## config.mk

```make
export PLATFORM = sky130hd
export DESIGN_NAME = core_seq_ctrl
export DESIGN_NICKNAME = d
export VERILOG_FILES = /design/src/rtl/core_seq_ctrl_pkg.sv /design/src/rtl/core_seq_ctrl.sv
export SDC_FILE = /design/constraint.sdc
export NUM_CORES = 1
export LEC_CHECK = 0
export BUFFER_PORTS_ARGS = -buffer_cell sky130_fd_sc_hd__buf_2
export CORE_ASPECT_RATIO = 1.4
export CORE_MARGIN = 2
export CORE_UTILIZATION = 45
export CTS_CLUSTER_SIZE = 30
export DETAILED_ROUTE_END_ITERATION = 12
export PLACE_DENSITY = 0.72
export SLEW_MARGIN = 20
export SYNTH_ARGS = -nofsm -noshare
export SYNTH_HDL_FRONTEND = slang
export SYNTH_SLANG_ARGS = --single-unit
```

## constraint.sdc

```tcl
create_clock -name clk -period 6.45 [get_ports clk]
set_clock_uncertainty 0.05 [all_clocks]
set_input_delay 1.29 -clock clk [delete_from_list [all_inputs] [get_ports clk]]
set_output_delay 1.29 -clock clk [all_outputs]
set_load 0.005 [all_outputs]
```

## src/rtl/core_seq_ctrl_pkg.sv

```systemverilog
// Shared definitions for the RV32 multi-cycle sequencer: FSM state encoding,
// the opcode set the sequencer recognises, and the reset-time NOP encoding.
package core_seq_ctrl_pkg;

    // Sequencer states. Three-bit encoding; values 6 and 7 are unreachable.
    typedef enum logic [2:0] {
        ST_FETCH  = 3'd0,
        ST_WAIT_I = 3'd1,
        ST_DECODE = 3'd2,
        ST_EXEC   = 3'd3,
        ST_WB     = 3'd4,
        ST_TRAP   = 3'd5
    } seq_state_t;

    // Major opcodes the sequencer knows how to retire.
    localparam logic [6:0] OPCODE_R_TYPE = 7'b0110011;
    localparam logic [6:0] OPCODE_I_TYPE = 7'b0010011;
    localparam logic [6:0] OPCODE_LUI    = 7'b0110111;
    localparam logic [6:0] OPCODE_JAL    = 7'b1101111;

    // ADDI x0,x0,0 -- loaded into the instruction register on reset so decode
    // always sees a harmless encoding before the first fetch completes.
    localparam logic [31:0] NOP_ENCODING = 32'h0000_0013;

    // Width of a fixed-length RV32 instruction in bytes, used for PC stepping.
    localparam logic [31:0] INSN_BYTES = 32'd4;

    // True for the opcodes the sequencer can carry through EXEC and WB.
    function automatic logic opcode_supported(input logic [6:0] op);
        return (op == OPCODE_R_TYPE) || (op == OPCODE_I_TYPE) ||
               (op == OPCODE_LUI)    || (op == OPCODE_JAL);
    endfunction

    // True for ALU-class opcodes that always write a destination register,
    // independent of what decode reports on its writeback flag.
    function automatic logic opcode_alu_writes(input logic [6:0] op);
        return (op == OPCODE_R_TYPE) || (op == OPCODE_I_TYPE);
    endfunction

endpackage

```

## src/rtl/core_seq_ctrl.sv

```systemverilog
// Multi-cycle sequencer for the RV32 core. Owns the PC, fetches each
// instruction over a valid/ready request plus a response-valid return path,
// holds the instruction register that feeds decode, then steps through
// DECODE, EXEC and WB. Unsupported opcodes either park the core in a sticky
// TRAP state or are retired as a NOP, selected by TRAP_EN.
module core_seq_ctrl
    import core_seq_ctrl_pkg::*;
#(
    parameter logic [31:0] RESET_PC = 32'h0000_0000,
    parameter bit          TRAP_EN  = 1'b1
) (
    input  logic        clk,
    input  logic        rst,
    // instruction-memory request channel
    output logic        imem_req_valid,
    input  logic        imem_req_ready,
    output logic [31:0] imem_req_addr,
    // instruction-memory response channel
    input  logic        imem_rsp_valid,
    input  logic [31:0] imem_rsp_data,
    // decode interface (decode is combinational from ir)
    output logic [31:0] ir,
    input  logic [6:0]  dec_opcode,
    input  logic        dec_writeback,
    input  logic [31:0] dec_imm,
    // status / strobes
    output logic [31:0] pc,
    output logic        alu_en,
    output logic        rf_we,
    output logic        retire,
    output logic [31:0] instret,
    output logic        trap
);

    // ------------------------------------------------------------------
    // State and datapath registers
    // ------------------------------------------------------------------
    seq_state_t  state_q,   state_d;
    logic [31:0] pc_q,      pc_d;
    logic [31:0] ir_q,      ir_d;
    logic [31:0] instret_q, instret_d;
    logic        trap_q,    trap_d;

    // Strobes are registered: each *_d describes the state being entered,
    // so every strobe is a pure function of the current state (plus the
    // writeback decision captured on the way into WB).
    logic        req_valid_q, req_valid_d;
    logic        alu_en_q,    alu_en_d;
    logic        rf_we_q,     rf_we_d;
    logic        retire_q,    retire_d;

    // ------------------------------------------------------------------
    // Opcode classification and next-PC candidates
    // ------------------------------------------------------------------
    logic        op_supported;
    logic        op_alu_writes;
    logic        op_is_jal;
    logic        take_trap;
    logic [31:0] pc_seq;
    logic [31:0] pc_jump;

    assign op_supported  = opcode_supported(dec_opcode);
    assign op_alu_writes = opcode_alu_writes(dec_opcode);
    assign op_is_jal     = (dec_opcode == OPCODE_JAL);
    assign take_trap     = !op_supported && TRAP_EN;

    // Both additions wrap modulo 2^32; no alignment check on the target.
    assign pc_seq  = pc_q + INSN_BYTES;
    assign pc_jump = pc_q + dec_imm;

    // Next-state, datapath and strobe selection for every state.
    always_comb begin
        state_d     = state_q;
        pc_d        = pc_q;
        ir_d        = ir_q;
        instret_d   = instret_q;
        trap_d      = trap_q;
        req_valid_d = 1'b0;
        alu_en_d    = 1'b0;
        rf_we_d     = 1'b0;
        retire_d    = 1'b0;

        case (state_q)
            ST_FETCH: begin
                // Request is always valid here, so ready alone completes the
                // handshake. Address is pc_q, which cannot change in FETCH.
                if (imem_req_ready) begin
                    state_d = ST_WAIT_I;
                end else begin
                    req_valid_d = 1'b1;
                end
            end

            ST_WAIT_I: begin
                // The response channel is only looked at in this state; any
                // response arriving elsewhere is dropped on the floor.
                if (imem_rsp_valid) begin
                    ir_d    = imem_rsp_data;
                    state_d = ST_DECODE;
                end
            end

            ST_DECODE: begin
                // One settle cycle for the combinational decoder on ir.
                if (take_trap) begin
                    state_d = ST_TRAP;
                    trap_d  = 1'b1;
                end else begin
                    state_d  = ST_EXEC;
                    alu_en_d = 1'b1;
                end
            end

            ST_EXEC: begin
                // Decide the register-file write while ir is still stable so
                // the WB strobe comes straight out of a flop. Unsupported
                // opcodes retired as NOPs never write.
                state_d  = ST_WB;
                retire_d = 1'b1;
                rf_we_d  = op_supported && (dec_writeback || op_alu_writes);
            end

            ST_WB: begin
                state_d     = ST_FETCH;
                req_valid_d = 1'b1;
                instret_d   = instret_q + 32'd1;
                pc_d        = op_is_jal ? pc_jump : pc_seq;
            end

            ST_TRAP: begin
                // Parked until reset; everything else stays frozen.
                trap_d = 1'b1;
            end

            default: begin
                // Unreachable encodings are treated like an illegal
                // instruction so a corrupted state never runs on silently.
                state_d = ST_TRAP;
                trap_d  = 1'b1;
            end
        endcase
    end

    // Sequencer registers; reset wins over any same-cycle handshake or retire.
    always_ff @(posedge clk) begin
        if (rst) begin
            state_q     <= ST_FETCH;
            pc_q        <= RESET_PC;
            ir_q        <= NOP_ENCODING;
            instret_q   <= 32'd0;
            trap_q      <= 1'b0;
            req_valid_q <= 1'b1;   // first cycle out of reset is FETCH
            alu_en_q    <= 1'b0;
            rf_we_q     <= 1'b0;
            retire_q    <= 1'b0;
        end else begin
            state_q     <= state_d;
            pc_q        <= pc_d;
            ir_q        <= ir_d;
            instret_q   <= instret_d;
            trap_q      <= trap_d;
            req_valid_q <= req_valid_d;
            alu_en_q    <= alu_en_d;
            rf_we_q     <= rf_we_d;
            retire_q    <= retire_d;
        end
    end

    // ------------------------------------------------------------------
    // Outputs. Strobes are held low for as long as reset is asserted so an
    // instruction interrupted by reset never writes back or retires, and no
    // fetch is requested while the core is being reset.
    // ------------------------------------------------------------------
    assign imem_req_valid = req_valid_q & ~rst;
    assign alu_en         = alu_en_q    & ~rst;
    assign rf_we          = rf_we_q     & ~rst;
    assign retire         = retire_q    & ~rst;

    assign imem_req_addr  = pc_q;
    assign pc             = pc_q;
    assign ir             = ir_q;
    assign instret        = instret_q;
    assign trap           = trap_q;

endmodule

```

==> run_results.csv <==
group,metric,value,unit
synthesis,ys_dominant_reg_cell,"dfxtp_1",
layout,area_growth,18.4,%
power_and_ir_drop,p_sw_frac,0.269,
synthesis,synth_compound_area_frac,0.229,
power_and_ir_drop,pwr-share-seq,0.491,
power_and_ir_drop,powerDensity,173,mW/mm^2
sta,relSlewSlack,0.313,
power_and_ir_drop,p_leak,3.53,nW
power_and_ir_drop,power.share.combinational,0.109,
die,die-area,0.0157,sq mm
route,vias,6621,
grt,grt_pass1_vias,6020,
power_and_ir_drop,irDropWorstVdd,0.112,mV
layout,fin_area,0.00784,sq mm
route,drt_iter0_drc,410,
sta,finalHoldViolCount,0,
status,run_status,"finished, final reports clean",
sta,period_minus_slack,3.53,ns
critical_path,critPathRequiredTime,6.67,ns
critical_path,r2r_cells,12,
die,std_cell_rows,52,
place,place_area,0.00755,sq mm
sta,worstMarginPinSlew,1.03,ns
die,core_area,0.0144,sq mm
die,fp.dieH,148,microns
clocking,post_cts.repair.setup_buffers,0,
critical_path,rrSetupSlack,3.47,ns
clocking,cts_hold_buffers,0,
synthesis,synth.most_common_cell,"nand2_1",
hold_path,hold_class,"flop to flop",
grt,grt-ovfl-total,0,
clocking,cts_buffers,9,
route,wirelength,18.2,mm
critical_path,cp-start-kind,"primary input",
die,io_pins,209,
hold_path,hold_path.startpoint,"ir[25]$_SDFFE_PP0P_",
sta,finalSetupViolations,0,
synthesis,synth_area_leaders,"dfxtp_1 31%, a21oi_1 8.2%, nand2_1 7.0%",
job,maxCapViolations,0,
synthesis,yosysUniqueCellTypes,68,
synthesis,ys_async_sr_fraction,0,
layout,multi_input_area,0.00408,sq mm
layout,fin_util,0.543,
layout,regArea,0.00208,sq mm
synthesis,synth-edff-count,0,
power_and_ir_drop,p_clk_frac,0.400,
synthesis,syn-instance-count,872,
synthesis,synth-seq-cells,104,
synthesis,yosys.area_share.simple,0.253,
clocking,cts-root-to-sink-buffers,2,
critical_path,r2r-start,"imem_req_addr[0]$_SDFFE_PP0P_",
critical_path,arrival,3.75,ns
route,first_pass_iters,4,
synthesis,yosys.area_share.adder,0.0654,
layout,nNetsFinal,1137,
synthesis,synth_common_cells,"123 x nand2_1, 109 x a21oi_1, 104 x dfxtp_1",
layout,drive_above_1_share,0.249,
place,globalplace.congestion,0.845,
clocking,cts_sinks,104,
synthesis,synth_area_leader_cell,"dfxtp_1",
synthesis,synth_seq_area_share,0.314,
synthesis,synth_top_area_frac,0.314,
clocking,cts_tree,"done",
synthesis,syn_avg_cell_area,7.59,sq um
layout,nFillCells,1453,
synthesis,synth_xor_area_frac,0.0648,
place,dp_hpwl,13.3,mm
grt,grt_start_max_net_pins,65,
place,io_buffers,208,
route,wl_per_cell,14.9,microns
power_and_ir_drop,internal_power,0.991,mW
route,drc_errors,0,
grt,antenna_found_initial,1,
die,die_x,107,microns
grt,grt_usage,0.222,
synthesis,yosys-mux-area-fraction,0.00321,
route,viasPerCell,5.42,
critical_path,cp_max_fo,3,
hold_path,min_to,"ir[25]$_SDFFE_PP0P_",
critical_path,crit_type,"primary input to flop",
critical_path,crit_start,"dec_imm[0]",
critical_path,r2r_end,"imem_req_addr[26]$_SDFFE_PP0P_",
die,initial_core_util,0.458,
clocking,cts_htree_levels,3,
hold_path,holdPathStages,2,
synthesis,yosys_warnings,0,
power_and_ir_drop,power.switching,0.366,mW
sta,max_freq,283,MHz
grt,grt_first_pass_wirelength,28.9,mm
sta,finalSetupTns,0,ns
synthesis,syn_area,0.00662,sq mm
synthesis,synth_fp_nets,982,
sta,whs,0.403,ns
critical_path,end_kind,"flop",
clocking,ctsRootBufferMaster,"clkbuf_16",
sta,period_share,0.547,
synthesis,synth_top_family_by_area,"simple AND/OR/NAND/NOR gates",
route,ant_nets,0,
clocking,clk_latency,0.35,ns
clocking,cts_resized,0,
clocking,clk_pin_slew_worst_paths,0.07,ns
sta,slew_violations,0,
sta,rsz0062_at_grt,"false",
-- layer usage --
metal | routed length, microns | global-route usage
met5 | 0 | 0
met4 | 408 | 0.0896
met3 | 939 | 0.0322
met2 | 9240 | 0.394
met1 | 7590 | 0.267
-- kinds of logic after synthesis --
| kind of cell | after synthesis |
|---|---|
| flip-flops | 104 |
| AO/OA/AOI/OAI | 243 |
| XOR/XNOR | 49 |
| multiplexers | 2 |
| AND/OR/NAND/NOR | 351 |
| buffers and inverters | 89 |
| adder cells (fa/ha/maj) | 34 |
-- area by class of cell --
class                           count  area share
Sequential cell                   104       0.265
Tap cell                          189      0.0302
Multi-Input combinational cell    679       0.520
Inverter                           20     0.00957
Timing Repair Buffer              213       0.138
Clock buffer                       10      0.0292
Antenna cell                        1    0.000319
Clock inverter                      6     0.00702
-- worst max-delay path, cell delays in order --
cell and delay, ns:
buf_2 0.08, ha_1 0.19, inv_1 0.07, fa_1 0.39
nand2b_1 0.17, a21oi_1 0.22, o211ai_1 0.16, nand4_1 0.17
nand2_1 0.10, o21ai_0 0.42, mux2i_1 0.27, nand2_1 0.08
a21oi_1 0.16
-- worst max-delay path by stage --
stage | end | cells after the start
detailed placement | imem_req_addr[28]$_SDFFE_PP0P_ | 13
global route | imem_req_addr[28]$_SDFFE_PP0P_ | 13
CTS | imem_req_addr[28]$_SDFFE_PP0P_ | 13
global placement | imem_req_addr[28]$_SDFFE_PP0P_ | 13
floorplan | imem_req_addr[28]$_SDFFE_PP0P_ | 12
finish | imem_req_addr[26]$_SDFFE_PP0P_ | 13
-- metrics by stage --
stage | total power [mW] | setup slack, ns | cells
final | 1.36 | 2.92 | 1222
after global routing | 1.42 | 2.73 | 1222
after CTS | 1.37 | 2.91 | 1221
after detailed placement | 0.829 | 2.57 | 1205
after global placement | 0.828 | 2.61 | 1205
after floorplan | 0.772 | 2.94 | 872
-- power by group through the flow --
stage / Sequential, mW / Clock (mW) / Combinational, mW
final: 0.666 / 0.543 / 0.148
after global routing: 0.668 / 0.582 / 0.167
after CTS: 0.666 / 0.554 / 0.149
after detailed placement: 0.681 / 0 / 0.148
after global placement: 0.680 / 0 / 0.147
after floorplan: 0.680 / 0 / 0.0919
-- state kept, by name, indices dropped and copies added, names as in the netlist --
| register | flops |
|---|---|
| imem_req_addr | 32 |
| instret | 32 |
| ir | 32 |
| state_q | 3 |
| alu_en_q | 1 |
| req_valid_q | 1 |
| retire_q | 1 |
| rf_we_q | 1 |
| trap | 1 |
-- placed cells by master (no fill, tap or decap), types with 4 or more instances in the layout --
| cell type | n |
|---|---|
| xor2_1 | 29 |
| ha_1 | 33 |
| and2_1 | 6 |
| o21bai_1 | 5 |
| nand4_1 | 8 |
| o21a_1 | 4 |
| o211ai_1 | 5 |
| a41oi_1 | 4 |
| a211oi_1 | 10 |
| or3_1 | 8 |
| nor2b_1 | 9 |
| nand3_1 | 31 |
| buf_4 | 6 |
| buf_2 | 207 |
| inv_6 | 5 |
| dfxtp_1 | 104 |
| a21o_1 | 11 |
| nand2b_1 | 4 |
| nor3_1 | 20 |
| inv_1 | 20 |
| o21ai_0 | 48 |
| nor2_1 | 88 |
| nand2_1 | 123 |
| clkbuf_16 | 9 |
| a21oi_1 | 109 |
| a31oi_1 | 11 |
| nand3b_1 | 5 |
| xnor2_1 | 20 |
| nor4_1 | 4 |
| and3_1 | 21 |
Note: power is estimated with default switching activity, not from simulation.
